[src/rtl/sharpen_cross_pipe.sv]
// -----------------------------------------------------------------------------
// sharpen_cross_pipe
//   Two-stage AXI-Stream pipeline that sharpens a colour pixel using a
//   5-point cross Laplacian computed on an intensity neighbourhood.
//
//   S1: lap = 4*centre - up - down - left - right (signed, PXL_D_WIDTH+3 bits)
//   S2: per-channel result selected by the frame mode:
//         0 bypass    : original channel sample
//         1 sharpen   : clamp(org + ((lap*gain) >>> SHIFT), 0, max)
//         2 edge      : min(|lap|, max) on every channel
//         3 intensity : centre intensity on every channel
//   Mode and gain are captured on each tuser beat (and on the first beat
//   after reset) and apply to that beat and all later beats of the frame.
//
// Ports
//   clk, rst            clock, asynchronous active-high reset
//   din0..din4          centre, up, down, left, right intensity
//   in_org_pixels       original colour pixel aligned with din0 (ch0 in LSBs)
//   s_axis_*            input stream handshake and sideband
//   m_axis_*            output stream (tdata = processed colour pixel)
//   mode, gain          processing controls, sampled per frame
//   sat_count           (SHARPEN_SATCNT_EN only) clamped samples this frame
//
// Build option
//   SHARPEN_SATCNT_EN   adds the sat_count output and its counter.
// -----------------------------------------------------------------------------
module sharpen_cross_pipe #(
  parameter int PXL_D_WIDTH = 8,
  parameter int NUM_CH      = 3,
  parameter int GAIN_W      = 4,
  parameter int SHIFT       = 2
) (
  input  logic                            clk,
  input  logic                            rst,
  input  logic [PXL_D_WIDTH-1:0]          din0,
  input  logic [PXL_D_WIDTH-1:0]          din1,
  input  logic [PXL_D_WIDTH-1:0]          din2,
  input  logic [PXL_D_WIDTH-1:0]          din3,
  input  logic [PXL_D_WIDTH-1:0]          din4,
  input  logic [PXL_D_WIDTH*NUM_CH-1:0]   in_org_pixels,
  input  logic                            s_axis_tvalid,
  input  logic                            s_axis_tuser,
  input  logic                            s_axis_tlast,
  output logic                            s_axis_tready,
  output logic [PXL_D_WIDTH*NUM_CH-1:0]   m_axis_tdata,
  output logic                            m_axis_tvalid,
  output logic                            m_axis_tuser,
  output logic                            m_axis_tlast,
  input  logic                            m_axis_tready,
  input  logic [1:0]                      mode,
  input  logic [GAIN_W-1:0]               gain
`ifdef SHARPEN_SATCNT_EN
  ,
  output logic [15:0]                     sat_count
`endif
);

  localparam int DATA_W = PXL_D_WIDTH * NUM_CH;
  localparam int LAP_W  = PXL_D_WIDTH + 3;
  localparam int PROD_W = LAP_W + GAIN_W + 1;  // gain is zero-extended to a signed operand
  localparam int SUM_W  = PROD_W + 1;

  localparam logic [PXL_D_WIDTH-1:0]  PXL_MAX = '1;
  localparam logic [LAP_W-1:0]        ABS_MAX = LAP_W'(PXL_MAX);
  localparam logic signed [SUM_W-1:0] SUM_MAX = $signed(SUM_W'(PXL_MAX));

  typedef enum logic [1:0] {
    MODE_BYPASS    = 2'd0,
    MODE_SHARPEN   = 2'd1,
    MODE_EDGE      = 2'd2,
    MODE_INTENSITY = 2'd3
  } mode_t;

  // Frame control registers
  mode_t                    r_frame_mode;
  logic [GAIN_W-1:0]        r_frame_gain;
  logic                     r_first;        // no beat accepted since reset

  // Stage 1
  logic                     r_s1_valid;
  logic                     r_s1_user;
  logic                     r_s1_last;
  logic signed [LAP_W-1:0]  r_s1_lap;
  logic [DATA_W-1:0]        r_s1_org;
  logic [PXL_D_WIDTH-1:0]   r_s1_din0;
  mode_t                    r_s1_mode;
  logic [GAIN_W-1:0]        r_s1_gain;

  // Stage 2
  logic                     r_s2_valid;
  logic                     r_s2_user;
  logic                     r_s2_last;
  logic [DATA_W-1:0]        r_s2_data;

  logic                     w_accept;
  logic                     w_latch;
  logic                     w_s1_adv;
  logic                     w_drain;
  mode_t                    w_mode;
  logic [GAIN_W-1:0]        w_gain;
  logic signed [LAP_W-1:0]  w_lap;
  logic [LAP_W-1:0]         w_abs_lap;
  logic signed [PROD_W-1:0] w_prod;
  logic signed [PROD_W-1:0] w_delta;
  logic [DATA_W-1:0]        w_s2_data;

  // Handshake. The ready term is forced low while reset is asserted.
  assign s_axis_tready = !rst && (!r_s1_valid || !r_s2_valid || m_axis_tready);
  assign w_accept      = s_axis_tvalid && s_axis_tready;
  assign w_s1_adv      = r_s1_valid && (!r_s2_valid || m_axis_tready);
  assign w_drain       = r_s2_valid && m_axis_tready;

  // A tuser beat (or the first beat after reset) takes the live controls and
  // also uses them itself; every other beat uses the frame registers.
  assign w_latch = w_accept && (s_axis_tuser || r_first);
  assign w_mode  = w_latch ? mode_t'(mode) : r_frame_mode;
  assign w_gain  = w_latch ? gain : r_frame_gain;

  // Range is [-4*max, 4*max], which fits in PXL_D_WIDTH+3 signed bits.
  assign w_lap = $signed({1'b0, din0, 2'b00})
               - $signed({3'b000, din1}) - $signed({3'b000, din2})
               - $signed({3'b000, din3}) - $signed({3'b000, din4});

  assign w_abs_lap = r_s1_lap[LAP_W-1] ? $unsigned(-r_s1_lap) : $unsigned(r_s1_lap);
  assign w_prod    = PROD_W'(r_s1_lap) * PROD_W'($signed({1'b0, r_s1_gain}));
  assign w_delta   = w_prod >>> SHIFT;

`ifdef SHARPEN_SATCNT_EN
  localparam int CNT_W = $clog2(NUM_CH + 1);
  logic [CNT_W-1:0] w_clamp_cnt;
  logic [CNT_W-1:0] r_s2_clamps;
  logic [15:0]      r_sat_cnt;
  logic [16:0]      w_cnt_sum;
`endif

  // NOTE: every variable assigned here gets a default first so no path
  // leaves it unassigned, which would otherwise infer a latch.
  always_comb begin
    logic [PXL_D_WIDTH-1:0]  w_org_c;
    logic signed [SUM_W-1:0] w_sum;
    w_s2_data = '0;
`ifdef SHARPEN_SATCNT_EN
    w_clamp_cnt = '0;
`endif
    for (int c = 0; c < NUM_CH; c++) begin
      w_org_c = r_s1_org[c*PXL_D_WIDTH +: PXL_D_WIDTH];
      w_sum   = $signed(SUM_W'(w_org_c)) + SUM_W'(w_delta);
      w_s2_data[c*PXL_D_WIDTH +: PXL_D_WIDTH] = w_org_c;
      case (r_s1_mode)
        MODE_SHARPEN: begin
          if (w_sum[SUM_W-1]) begin
            w_s2_data[c*PXL_D_WIDTH +: PXL_D_WIDTH] = '0;
`ifdef SHARPEN_SATCNT_EN
            w_clamp_cnt = w_clamp_cnt + CNT_W'(1);
`endif
          end else if (w_sum > SUM_MAX) begin
            w_s2_data[c*PXL_D_WIDTH +: PXL_D_WIDTH] = PXL_MAX;
`ifdef SHARPEN_SATCNT_EN
            w_clamp_cnt = w_clamp_cnt + CNT_W'(1);
`endif
          end else begin
            w_s2_data[c*PXL_D_WIDTH +: PXL_D_WIDTH] = w_sum[PXL_D_WIDTH-1:0];
          end
        end
        MODE_EDGE: begin
          if (w_abs_lap > ABS_MAX) begin
            w_s2_data[c*PXL_D_WIDTH +: PXL_D_WIDTH] = PXL_MAX;
`ifdef SHARPEN_SATCNT_EN
            w_clamp_cnt = w_clamp_cnt + CNT_W'(1);
`endif
          end else begin
            w_s2_data[c*PXL_D_WIDTH +: PXL_D_WIDTH] = w_abs_lap[PXL_D_WIDTH-1:0];
          end
        end
        MODE_INTENSITY: w_s2_data[c*PXL_D_WIDTH +: PXL_D_WIDTH] = r_s1_din0;
        default:        w_s2_data[c*PXL_D_WIDTH +: PXL_D_WIDTH] = w_org_c;
      endcase
    end
  end

  // NOTE: state uses non-blocking assignments so every register samples the
  // pre-edge values of the others, independent of statement order.
  // NOTE: the datapath registers are reset along with the valid flags so the
  // output bus reads zero during and right after reset, not stale data.
  always_ff @(posedge clk or posedge rst) begin
    if (rst) begin
      r_frame_mode <= MODE_BYPASS;
      r_frame_gain <= '0;
      r_first      <= 1'b1;
      r_s1_valid   <= 1'b0;
      r_s1_user    <= 1'b0;
      r_s1_last    <= 1'b0;
      r_s1_lap     <= '0;
      r_s1_org     <= '0;
      r_s1_din0    <= '0;
      r_s1_mode    <= MODE_BYPASS;
      r_s1_gain    <= '0;
      r_s2_valid   <= 1'b0;
      r_s2_user    <= 1'b0;
      r_s2_last    <= 1'b0;
      r_s2_data    <= '0;
    end else begin
      if (w_accept) r_first <= 1'b0;
      if (w_latch) begin
        r_frame_mode <= mode_t'(mode);
        r_frame_gain <= gain;
      end

      if (w_accept)      r_s1_valid <= 1'b1;
      else if (w_s1_adv) r_s1_valid <= 1'b0;
      if (w_accept) begin
        r_s1_user <= s_axis_tuser;
        r_s1_last <= s_axis_tlast;
        r_s1_lap  <= w_lap;
        r_s1_org  <= in_org_pixels;
        r_s1_din0 <= din0;
        r_s1_mode <= w_mode;
        r_s1_gain <= w_gain;
      end

      // S2 only loads on advance, so a stalled output beat stays put.
      if (w_s1_adv)     r_s2_valid <= 1'b1;
      else if (w_drain) r_s2_valid <= 1'b0;
      if (w_s1_adv) begin
        r_s2_user <= r_s1_user;
        r_s2_last <= r_s1_last;
        r_s2_data <= w_s2_data;
      end
    end
  end

  assign m_axis_tvalid = r_s2_valid;
  assign m_axis_tuser  = r_s2_user;
  assign m_axis_tlast  = r_s2_last;
  assign m_axis_tdata  = r_s2_data;

`ifdef SHARPEN_SATCNT_EN
  // Counter is updated as each beat leaves S2; a departing tuser beat starts
  // the new frame's count with its own clamps.
  assign w_cnt_sum = {1'b0, r_sat_cnt} + 17'(r_s2_clamps);

  always_ff @(posedge clk or posedge rst) begin
    if (rst) begin
      r_s2_clamps <= '0;
      r_sat_cnt   <= '0;
    end else begin
      if (w_s1_adv) r_s2_clamps <= w_clamp_cnt;
      if (w_drain) begin
        if (r_s2_user)         r_sat_cnt <= 16'(r_s2_clamps);
        else if (w_cnt_sum[16]) r_sat_cnt <= 16'hFFFF;
        else                   r_sat_cnt <= w_cnt_sum[15:0];
      end
    end
  end

  assign sat_count = r_sat_cnt;
`endif

endmodule

[config.mk]
export PLATFORM = sky130hd
export DESIGN_NAME = sharpen_cross_pipe
export DESIGN_NICKNAME = d
export VERILOG_FILES = /design/src/rtl/sharpen_cross_pipe.sv
export SDC_FILE = /design/constraint.sdc
export NUM_CORES = 1
export LEC_CHECK = 0
export CAP_MARGIN = 25
export CORE_ASPECT_RATIO = 1.25
export CORE_MARGIN = 4
export CORE_UTILIZATION = 60
export DETAILED_ROUTE_END_ITERATION = 12
export DONT_BUFFER_PORTS = 1
export GPL_TIMING_DRIVEN = 0
export MAX_ROUTING_LAYER = met4
export PLACE_DENSITY = 0.8
export SLEW_MARGIN = 20
export SYNTH_ARGS = -nofsm -noshare
export SYNTH_HDL_FRONTEND = slang
export SYNTH_SLANG_ARGS = --single-unit
[constraint.sdc]
create_clock -name clk -period 7.1 [get_ports clk]
set_input_delay 0.71 -clock clk [delete_from_list [all_inputs] [get_ports clk]]
set_output_delay 0.71 -clock clk [all_outputs]
set_load 0.02 [all_outputs]
; Word-level counts from Yosys, hierarchy flattened
; Index checks and enable logic that the tools add are counted.
; W data, S select, Z words.
[op_classes]
n_shift = 0
addsub = 8
eq_ne = 3
n_bitwise = 0
n_div = 0
order_cmp = 4
n_mux = 17
n_mul = 1
reduce_logical = 14
[ops]
columns = operator, count
row1 = $pmux W8 S3, 3
row2 = $mux W8, 7
row3 = $add A9 B14 Y15, 3
row4 = $gt A15 B9 Y1 const B, 3
row5 = $sub A11 B9 Y11, 3
row6 = $mul A11 B5 Y16, 1
row7 = $gt A11 B8 Y1 const B, 1
row8 = $mux W11, 1
row9 = $neg A11 Y11, 1
row10 = $sub A10 B8 Y11, 1
row11 = $logic_and A1 B1 Y1, 5
row12 = $eq A2 B2 Y1 const B, 2
row13 = $logic_or A1 B1 Y1, 4
row14 = $mux W1, 4
row15 = $mux W4, 1
row16 = $reduce_bool A2 Y1, 2
row17 = $logic_not A1 Y1, 3
row18 = $eq A2 B1 Y1 const B, 1
row19 = $mux W2, 1
[word_totals]
inputBits = 76
output_inout_bits = 28
wordCells = 62
latchBits = 0
n_memories = 0
ram_bits = 0
ff_bits = 86
romBits = 0

; Longest topological paths before layout
[logic_depth]
ltp_word = 7
depth_mapped = 23
ltp_nobuf = 22

; Worst setup path before layout
; OpenSTA, ideal clock, no wires.
[synth_path]
path_type = reg2reg
from = register r_s1_gain[3]
to = register r_s2_data[10] (netlist: m_axis_tdata[10])
synth_period_minus_slack_ns = 5.025
setup_time_ns = 0.148
required_time_ns = 6.952
n_path_buf = 1
stages_incl_launch_ff = 22
t_arrival_ns = 4.877
slack_ns = 2.075
cell_sequence = dfrtp_1 > clkbuf_1 > and2_1 > ha_1 > fa_1 > fa_1 > ha_1 > a21o_1 > a21oi_2 > nand2_1 > a21o_1 > a21oi_1 > xnor2_1 > ha_1 > a21oi_1 > nand2_1 > o21ai_0 > inv_1 > nor2_1 > mux2i_1 > o21ai_1 > a211oi_1
[synth_between]
elab_chain_cells = 6
[synth_lines]
columns = element, line_no
row1 = start: declaration, 87  ; logic [GAIN_W-1:0] r_s1_gain;
row2 = start signal: assignment, 218  ; r_s1_gain <= w_gain;
row3 = $mul A11 B5 Y16 *, 125  ; assign w_prod = PROD_W'(r_s1_lap) * PROD_W'($signed({1'b0, r_s1_gain}));
row4 = $add A9 B14 Y15 *, 147  ; w_sum = $signed(SUM_W'(w_org_c)) + SUM_W'(w_delta);
row5 = $gt A15 B9 Y1, 156  ; end else if (w_sum > SUM_MAX) begin
row6 = $mux W8, 156
row7 = $mux W8 *, 151  ; if (w_sum[SUM_W-1]) begin
row8 = $pmux W8 S3 *, 149  ; case (r_s1_mode)
row9 = end signal: assignment, 227  ; r_s2_data <= w_s2_data;
row10 = end: declaration, 93  ; logic [DATA_W-1:0] r_s2_data;
; Every way passes the cells marked *; elsewhere a longest branch is shown, timed or not.
; A chain may end at the register's enable or synchronous reset.

; Worst setup path in the final report
[layout_path]
from = register r_s1_gain[2]
to = register r_s2_data[15] (netlist: m_axis_tdata[15])
; The elaborated chain is that of the path after synthesis.

==> impl_metrics.csv <==
group,metric,value,unit
final_layout,final_nets,1053,
global_routing,grt_pass1_wl,30100,um
clocking,clockBufferDepth,2,
die,die_area,15300,um^2
route,dr.pass1.iters,5,
global_routing,antenna_found_initial,0,
route,ant_nets,0,
clocking,root_buffer,"clkbuf_16",
synth,synth_simple_gate_area_frac,0.153,
clocking,numClockSinks,86,
synth,synthCells,845,
timing,hold_viol,0,
die,dieHeight,137,um
timing,fmax,165,MHz
synth,synth.top_cell.area_share,0.265,
place,port_buffers,0,
place,gp_congestion,0.873,
global_routing,grt_pass1_vias,6333,
timing,skew,7.04,ps
job,drv_cap,0,
route,postRouteWirelength,18300,um
clocking,cts_tree,"built",
place,place_area,8280,um^2
global_routing,grt_use_total,0.252,
synth,syn_area,8030,um^2
timing,max_slew_margin,0.414,
timing,drv_slew,0,
global_routing,grt_max_degree,50,
synth,synth_common_cells,"inv_1, dfrtp_1, ha_1",
critical_path,critPathSlowestCell,"o21ai_1",
critical_path,worstPathRequired,7280,ps
route,via_per_inst,5.89,
synth,synth_nets,1041,
synth,synth.most_common_cell,"inv_1",
synth,yosys.area_share.adder,0.233,
synth,yosys_warnings,0,
timing,fin_tns_setup,0,ps
timing,setup_viol,0,
timing,hold-worst-slack,259,ps
die,dieWidth,111,um
final_layout,antennaDiodeCount,0,
status,status,"complete, no violations",
clocking,cts_resized,0,
synth,yosysUniqueCellTypes,77,
die,io_pins,104,
route,first_iter_violations,347,
timing,worst_pin_slew,870,ps
die,core_area,13200,um^2
synth,yosysSeqAreaShare,0.268,
critical_path,crit_chain,"clkbuf_1 > and2_1 > ha_1 > fa_1 > inv_1 > fa_1 > inv_1 > ha_1 > nand4_1 > nand2_1 > a21o_1 > a21oi_1 > xnor2_1 > ha_1 > a21oi_1 > nand2_1 > o21ai_0 > inv_1 > nor2_1 > mux2i_1 > o21ai_1 > a211oi_1",
die,fp-row-count,47,
synth,synth.area.mux_share,0.0709,
global_routing,grt-busiest-layer,"met2",
clocking,clkTransAtPathRegs,60,ps
die,start_util,0.610,
synth,ys.flop_type,"dfrtp_1",
critical_path,start_kind,"flop",
global_routing,globalRouteMet1Util,0.271,
route,drcViolationCount,0,
synth,synth_async_sr_flop_share,1.00,
critical_path,arrival,6240,ps
timing,fin_crit,6060,ps
global_routing,grt-ovfl-total,0,
synth,synth_compound_area_frac,0.160,
clocking,cts_buffers,9,
route,wire_per_inst,17.7,um
timing,rsz0062_at_grt,"false",
worst_hold_path,min_path_type,"in2async",
route,vias,6083,
synth,synth_top_family_by_area,"adder cells",
critical_path,critPathKind,"reg2reg",
global_routing,grt_util_met3,0.0457,
clocking,holdBufCountCts,0,
final_layout,fin_area,8580,um^2
critical_path,critPathMaxFanout,10,
clocking,clkLatencyLatePin,350,ps
synth,avgSynthCellArea,9.51,um^2
synth,synth-xor-area-share,0.0433,
synth,synth-edff-count,0,
timing,finalCritPeriodShare,0.854,
final_layout,fin_cells,1033,
clocking,htreeDepth,3,
clocking,cts_setup_buffers,0,
synth,yosys.area.top_type,"dfrtp_1",
critical_path,critPathMaxStageDelay,630,ps
final_layout,drive_above_1_share,0.128,
synth,ys_seq_elements,86,
place,dp_cells,1017,
critical_path,worst_setup_path_end_kind,"flop",
place,hpwl,14700,um
final_layout,synthToLayoutAreaGrowth,6.84,%
synth,synthTopCellsByArea,"dfrtp_1, fa_1, ha_1",
global_routing,met2_usage,0.467,
area by class of cell:
cell class	instances	area [um^2]
multi-input combinational	622	5310
fill	1072	4590
sequential	86	2150
inverter	105	397
clock buffer	10	239
tap	171	214
buffer	32	178
clock inverter	6	66.3
timing repair buffer	1	27.5
cells in the final DEF, fill, tap and decap left out, drive strengths merged, types with 3 or more instances in the layout:
| cell type | n |
|---|---|
| o21ai | 66 |
| nor4 | 8 |
| mux2 | 47 |
| nand3 | 13 |
| o221ai | 8 |
| o2111ai | 8 |
| dfrtp | 85 |
| o31ai | 3 |
| clkinv | 3 |
| o211ai | 7 |
| a21o | 14 |
| ha | 71 |
| xor2 | 10 |
| nand2 | 64 |
| nand2b | 12 |
| o21a | 8 |
| clkbuf | 33 |
| buf | 7 |
| fa | 49 |
| a211oi | 10 |
| mux2i | 4 |
| inv | 107 |
| and2 | 35 |
| or3 | 13 |
| o21bai | 4 |
| o31a | 3 |
| xnor2 | 28 |
| nor2 | 41 |
| a21oi | 36 |
| nor2b | 8 |
| o41ai | 3 |
| nor3 | 18 |
worst paths after layout:
| kind | cells after the start | endpoint | slack, ps | from |
|---|---|---|---|---|
| max | 22 | m_axis_tdata[15] | 1040 | r_s1_gain[2] |
| min | 1 | r_s1_mode[0] | 260 | rst |
| max reg2reg | 22 | m_axis_tdata[15] | 1040 | r_s1_gain[2] |
| min reg2reg | 2 | m_axis_tlast | 470 | r_s1_last |
| max in group asynchronous | 2 | m_axis_tdata[14] | 6230 | rst |
| min in group clk | 2 | m_axis_tlast | 470 | r_s1_last |
state kept, by name (all words and copies together), names as in the netlist:
name and cells:
r_s1_mode 2, r_s1_valid 1, r_first 1, r_s1_lap 11, r_s1_user 1, r_s1_org 24
r_frame_mode 2, m_axis_tdata 24, m_axis_tlast 1, m_axis_tvalid 1, r_s1_gain 4, r_frame_gain 4
r_s1_din0 8, m_axis_tuser 1, r_s1_last 1
cell families after synthesis:
logic type      count (synthesis)
simple gates                  229
compound gates                184
buf+inv                       137
fa+ha+maj                     120
flops                          86
mux                            51
xor+xnor                       38
per-stage QoR:
stage	util	worst slack, ps
floorplan	-	2070
global placement	0.626	1250
detailed placement	0.628	1150
CTS	0.652	1120
global route	0.652	589
finish	0.652	1040
worst max-delay path, delay by kind of cell (launching register included):
family	cells	cell delay (ps)
buffers and inverters	4	560
flip-flops	1	350
XOR/XNOR	1	460
adder cells (fa/ha/maj)	5	2010
AO/OA/AOI/OAI	6	1720
multiplexers	1	80
AND/OR/NAND/NOR	5	690
metal layers:
layer / part of all wire / up-vias
met1: 0.40 / 2967
met5: 0 / -
li1: - / 2916
met2: 0.53 / 168
met3: 0.047 / 32
met4: 0.021 / 0
Power is left out: the tool's default activity adds up to more than one toggle a clock period on the data nets, which glitch-free logic cannot reach.
